## src/rtl/cache_refill_unit.sv

```systemverilog
// Miss handler for a 4-way cache with 64-byte lines: fetches the line beat by beat,
// merges store data into the fill stream, extracts load data and answers the LSQ.
module cache_refill_unit #(
    parameter int         LINE_BEATS = 16,
    parameter logic [3:0] LFSR_SEED  = 4'b1011
) (
    input  logic        clk,
    input  logic        rst,
    input  logic        miss_valid,
    output logic        miss_ready,
    input  logic [31:0] miss_addr,
    input  logic        miss_is_store,
    input  logic        miss_size,
    input  logic [31:0] miss_wdata,
    input  logic [3:0]  way_valid,
    output logic        mem_req_valid,
    input  logic        mem_req_ready,
    output logic [31:0] mem_req_addr,
    input  logic        mem_resp_valid,
    input  logic [31:0] mem_resp_data,
    output logic        fill_we,
    output logic [1:0]  fill_way,
    output logic [6:0]  fill_index,
    output logic [3:0]  fill_word,
    output logic [31:0] fill_wdata,
    output logic        fill_commit,
    output logic [18:0] fill_tag,
    output logic        resp_valid,
    input  logic        resp_ready,
    output logic [31:0] resp_data,
    output logic        resp_err
);

    localparam logic [3:0] LAST_BEAT = 4'(LINE_BEATS - 1);

    typedef enum logic [2:0] {IDLE, REQ, FILL, COMMIT, RESP} state_t;

    state_t      state;
    logic [3:0]  beat;
    logic [3:0]  lfsr;
    logic [5:0]  off_p0;
    logic        store_p0;
    logic        byte_p0;
    logic [15:0] wdata_p0;
    logic [18:0] tag_p0;
    logic [7:0]  lo_byte;
    logic [7:0]  hi_byte;
    logic [5:0]  off_hi;
    logic [1:0]  way_sel;
    logic        misaligned;
    logic        unused_wdata;

    assign off_hi       = off_p0 + 6'd1;
    assign misaligned   = !miss_size && (miss_addr[5:0] == 6'd63);
    assign unused_wdata = ^miss_wdata[31:16];

    // Prefer an empty way; only evict pseudo-randomly when the set is full.
    always_comb begin
        way_sel = lfsr[1:0];
        if (!way_valid[0])      way_sel = 2'd0;
        else if (!way_valid[1]) way_sel = 2'd1;
        else if (!way_valid[2]) way_sel = 2'd2;
        else if (!way_valid[3]) way_sel = 2'd3;
    end

    function automatic logic [3:0] lfsr_next(input logic [3:0] cur);
        return {cur[2:0], cur[3] ^ cur[2]};
    endfunction

    // Overlay store byte(s) onto a beat; a halfword may land in two adjacent beats.
    function automatic logic [31:0] merge_beat(input logic [31:0] data, input logic [3:0] k,
                                               input logic [5:0] lo, input logic [5:0] hi,
                                               input logic is_store, input logic is_byte,
                                               input logic [15:0] wd);
        logic [31:0] merged;
        merged = data;
        if (is_store && lo[5:2] == k)
            merged[{lo[1:0], 3'b000} +: 8] = wd[7:0];
        if (is_store && !is_byte && hi[5:2] == k)
            merged[{hi[1:0], 3'b000} +: 8] = wd[15:8];
        return merged;
    endfunction

    function automatic logic [31:0] load_result(input logic is_store, input logic is_byte,
                                                input logic [7:0] lo, input logic [7:0] hi);
        if (is_store) return 32'd0;
        if (is_byte)  return {24'd0, lo};
        return {16'd0, hi, lo};
    endfunction

    always_ff @(posedge clk or posedge rst) begin
        if (rst) begin
            state         <= IDLE;
            beat          <= 4'd0;
            lfsr          <= LFSR_SEED;
            off_p0        <= 6'd0;
            store_p0      <= 1'b0;
            byte_p0       <= 1'b0;
            wdata_p0      <= 16'd0;
            tag_p0        <= 19'd0;
            lo_byte       <= 8'd0;
            hi_byte       <= 8'd0;
            miss_ready    <= 1'b1;
            mem_req_valid <= 1'b0;
            mem_req_addr  <= 32'd0;
            fill_we       <= 1'b0;
            fill_way      <= 2'd0;
            fill_index    <= 7'd0;
            fill_word     <= 4'd0;
            fill_wdata    <= 32'd0;
            fill_commit   <= 1'b0;
            fill_tag      <= 19'd0;
            resp_valid    <= 1'b0;
            resp_data     <= 32'd0;
            resp_err      <= 1'b0;
        end else begin
            fill_we     <= 1'b0;
            fill_commit <= 1'b0;
            case (state)
                // Acceptance: snapshot the miss and pick the victim way.
                IDLE: begin
                    if (miss_valid) begin
                        miss_ready <= 1'b0;
                        off_p0     <= miss_addr[5:0];
                        store_p0   <= miss_is_store;
                        byte_p0    <= miss_size;
                        wdata_p0   <= miss_wdata[15:0];
                        tag_p0     <= miss_addr[31:13];
                        fill_index <= miss_addr[12:6];
                        fill_way   <= way_sel;
                        lo_byte    <= 8'd0;
                        hi_byte    <= 8'd0;
                        if (misaligned) begin
                            state      <= RESP;
                            resp_valid <= 1'b1;
                            resp_err   <= 1'b1;
                            resp_data  <= 32'd0;
                        end else begin
                            state         <= REQ;
                            mem_req_valid <= 1'b1;
                            mem_req_addr  <= {miss_addr[31:6], 6'd0};
                        end
                    end
                end
                REQ: begin
                    if (mem_req_ready) begin
                        mem_req_valid <= 1'b0;
                        beat          <= 4'd0;
                        state         <= FILL;
                    end
                end
                // Fill stage: one registered cache write per accepted beat.
                FILL: begin
                    if (mem_resp_valid) begin
                        fill_we    <= 1'b1;
                        fill_word  <= beat;
                        fill_wdata <= merge_beat(mem_resp_data, beat, off_p0, off_hi,
                                                 store_p0, byte_p0, wdata_p0);
                        if (off_p0[5:2] == beat)
                            lo_byte <= mem_resp_data[{off_p0[1:0], 3'b000} +: 8];
                        if (off_hi[5:2] == beat)
                            hi_byte <= mem_resp_data[{off_hi[1:0], 3'b000} +: 8];
                        beat <= beat + 4'd1;
                        if (beat == LAST_BEAT)
                            state <= COMMIT;
                    end
                end
                COMMIT: begin
                    fill_commit <= 1'b1;
                    fill_tag    <= tag_p0;
                    lfsr        <= lfsr_next(lfsr);
                    resp_valid  <= 1'b1;
                    resp_err    <= 1'b0;
                    resp_data   <= load_result(store_p0, byte_p0, lo_byte, hi_byte);
                    state       <= RESP;
                end
                RESP: begin
                    if (resp_ready) begin
                        resp_valid <= 1'b0;
                        resp_err   <= 1'b0;
                        resp_data  <= 32'd0;
                        miss_ready <= 1'b1;
                        state      <= IDLE;
                    end
                end
                default: state <= IDLE;
            endcase
        end
    end

endmodule

```

## config.mk

```make
export PLATFORM = sky130hd
export DESIGN_NAME = cache_refill_unit
export DESIGN_NICKNAME = d
export VERILOG_FILES = /design/src/rtl/cache_refill_unit.sv
export SDC_FILE = /design/constraint.sdc
export NUM_CORES = 1
export LEC_CHECK = 0
export CORE_UTILIZATION = 48
export CTS_CLUSTER_SIZE = 12
export DETAILED_ROUTE_END_ITERATION = 16
export PLACE_DENSITY = 0.8
export RECOVER_POWER = 25
export SLEW_MARGIN = 20
export SYNTH_ARGS = -nofsm -noshare
export SYNTH_HDL_FRONTEND = slang
export SYNTH_SLANG_ARGS = --single-unit
export TNS_END_PERCENT = 1
```

## constraint.sdc

```tcl
create_clock -name clk -period 8.6 [get_ports clk]
set_clock_uncertainty 0.2 [all_clocks]
set_input_delay 1.72 -clock clk [delete_from_list [all_inputs] [get_ports clk]]
set_output_delay 1.72 -clock clk [all_outputs]
set_load 0.01 [all_outputs]
```

==> metrics.cfg <==
[outcome]
run_status=complete, but fails checks
failed_checks=capacitance limit, slew limit

[logic_synthesis]
synth-edff-count=0
synth_warnings=0
synth_area_um2=8571
ys.flop_type=dfrtp_1
syn_area_per_cell_um2=9.931
synth.distinct_cells=54
ys_seq_area_frac=0.5320
yosys_register_bits=182
syn_inst=863
async_flop_share=1.000

[worst_setup_path]
critPathLaunchType=input port
crit_required_ns=8.71
crit_chain=dlygate4sd3_1 -> nand2_1 -> nor2_4 -> buf_4 -> nand2_1 -> buf_4 -> mux2_2
worst-setup-path-type=input port to register
slowest_delay_ns=0.60
cp-end-kind=register
crit_arrival_ns=4.36
path_delay_family=buffers and inverters
cp_max_fo=56
critPathBufInv=3
slowest_stage=dlygate4sd3_1

[detailed_routing]
drtAntennaViolNets=0
first_iter_violations=611
post_drt_wl_per_cell_um=18.17
vias=7098
wirelength_mm=23.28
avgViaCountPerCell=5.541
dr.pass1.iters=5
route.detailed.drc=0

[timing]
min_period_over_period=0.4933
worst_pin_slew_ns=1.779
timing.fmax_mhz=235.7
finalSetupViolations=0
period_minus_slack_ns=4.243
final-max-slew-violation-count=29
hold_viol_final=0
rsz0062_at_grt=false
max_slew_margin=-0.1857
setup_tns_ns=0
final.setup.worst_slack_ns=4.357

[floorplanning]
die-area_um2=18390
ioPinCount=242
num_rows=48
fp.coreArea_um2=17360
fp.dieW_um=135.6
start_util=0.4938
die_h_um=135.6

[power_and_ir_drop]
p_per_area_nw_per_um2=347.2
irDropWorstVdd_uv=192.9
leakagePower_nw=5.118

[place]
portBuffers=203
dp_cells=1249
post-place-ws_ns=4.011
place_area_um2=10670
dp_hpwl_mm=16.24
globalplace.congestion=0.9138

[worst_hold_path]
min_path_type=register to register

[final_layout]
fin_cells=1281
nNetsFinal=1158
seq_area_um2=4561
stdcell_area_um2=11240
nFillCells=1396
final_util=0.6473
areaGrowthSynthToFinish_pct=31.10
drive_above_1_share=0.09564
diodes=0
multi_input_area_um2=3681

[grt]
grt_pass1_wl_mm=36.27
grt_util_all_layers=0.2605
grt_max_degree=114
antenna_found_initial=0
grt-ovfl-total=0
grt_pass1_vias=6892

[cts]
cts_root_buf=clkbuf_16
cts_inserted_buffers=17
cts.sinks=182
cts_tree=done
htreeDepth=4
clk_latency_ns=0.43
cts_setup_buffers=0
postCtsHoldBufs=0
cts-resized-gates=0
clock_path_buffers=2
clkTransAtPathRegs_ns=0.07

[run]
maxCapViolCount=1

[cells in the mapped netlist (8+ instances only)]
cell	n	area share
nor2b_1	10	0.0073
mux4_2	16	0.042
buf_2	11	0.0064
a221o_1	24	0.028
mux2i_1	8	0.0093
nand4_1	10	0.0073
mux2_2	26	0.034
a22o_1	17	0.017
a31oi_1	8	0.0058
dfrtp_1	178	0.52
o21ai_0	49	0.029
clkbuf_1	31	0.014
and2_1	26	0.019
nand2_1	301	0.13
buf_4	22	0.019
a21oi_1	9	0.0053
a22oi_1	8	0.0070
nor2_1	13	0.0057
inv_1	18	0.0079
[placed cells by master (no fill, tap or decap), types with 12 or more instances in the layout]
cell,instances
a22o_1,17
clkdlybuf4s50_1,200
clkbuf_16,17
mux4_2,16
a221o_1,24
mux2_2,26
and2_1,26
nand2_1,301
dfrtp_1,177
inv_1,17
conb_1,22
nor2_1,12
o21ai_0,49
[metrics by stage]
stage	hold WS [ns]	power (mW)
global route	0.2963	4.123
detailed placement	0.2497	3.145
finish	0.2682	3.901
CTS	0.2690	3.905
floorplan	0.2386	2.386
global placement	0.2447	3.102
[state kept, by name (all words and copies together) (netlist names), 2 cells and up]
name / flops
wdata_p0: 16
beat: 4
fill_index: 7
lo_byte: 8
fill_way: 2
tag_p0: 19
fill_tag: 19
state: 3
resp_data: 16
lfsr: 4
hi_byte: 8
off_p0: 6
fill_wdata: 32
fill_word: 4
mem_req_addr: 26
[worst paths after layout]
check                                start               to  slack [ns]  cells after the start
worst max-delay path            miss_valid  mem_req_addr[6]        4.36                      7
worst min-delay path               lfsr[1]          lfsr[1]        0.27                      2
worst max register to register    state[2]     resp_data[0]        4.63                      5
worst min register to register     lfsr[1]          lfsr[1]        0.27                      2
max in group asynchronous              rst    fill_index[0]        5.11                      3
min in group asynchronous              rst      fill_tag[0]        1.73                      2
[power breakdown]
group	leakage, nW	internal, mW	switching, mW
sequential	2.31	1.20	0.323
clock	0.275	0.388	0.359
combinational	2.54	0.834	0.795
[cell type report]
class | count | share of cell area
Tap cell | 225 | 0.02506
Timing Repair Buffer | 209 | 0.1849
Inverter | 18 | 0.006682
Multi-Input combinational cell | 615 | 0.3276
Clock buffer | 19 | 0.03942
Sequential cell | 182 | 0.4059
Clock inverter | 13 | 0.01047
[worst register-to-register path: stages, from the launching register on]
cell and delay (ns):
dfrtp_1 0.66, or2_0 1.37, inv_1 0.91, a21oi_1 0.32, buf_4 0.27, a22o_1 0.17
[cells by family (layout without fill, tap and decap cells)]
| kind of cell | after synthesis | count (layout) | share of synthesized area |
|---|---|---|---|
| adders and majority gates | 7 | 7 | 0.01022 |
| xor gates and xnor gates | 7 | 7 | 0.007153 |
| other | 1 | 22 | 0.0004375 |
| AOI/OAI and AO/OA | 129 | 129 | 0.1104 |
| and+or+nand+nor | 400 | 400 | 0.2050 |
| muxes | 50 | 50 | 0.08555 |
| DFF | 182 | 182 | 0.5320 |
| buffers and inverters | 87 | 259 | 0.04934 |
[metal layers]
metal	wire, um	track usage
met4	572	0.09675
met1	9323	0.3394
met5	0	0
met2	11120	0.4065
met3	2268	0.08230
Note: power is estimated with default switching activity, not from simulation.
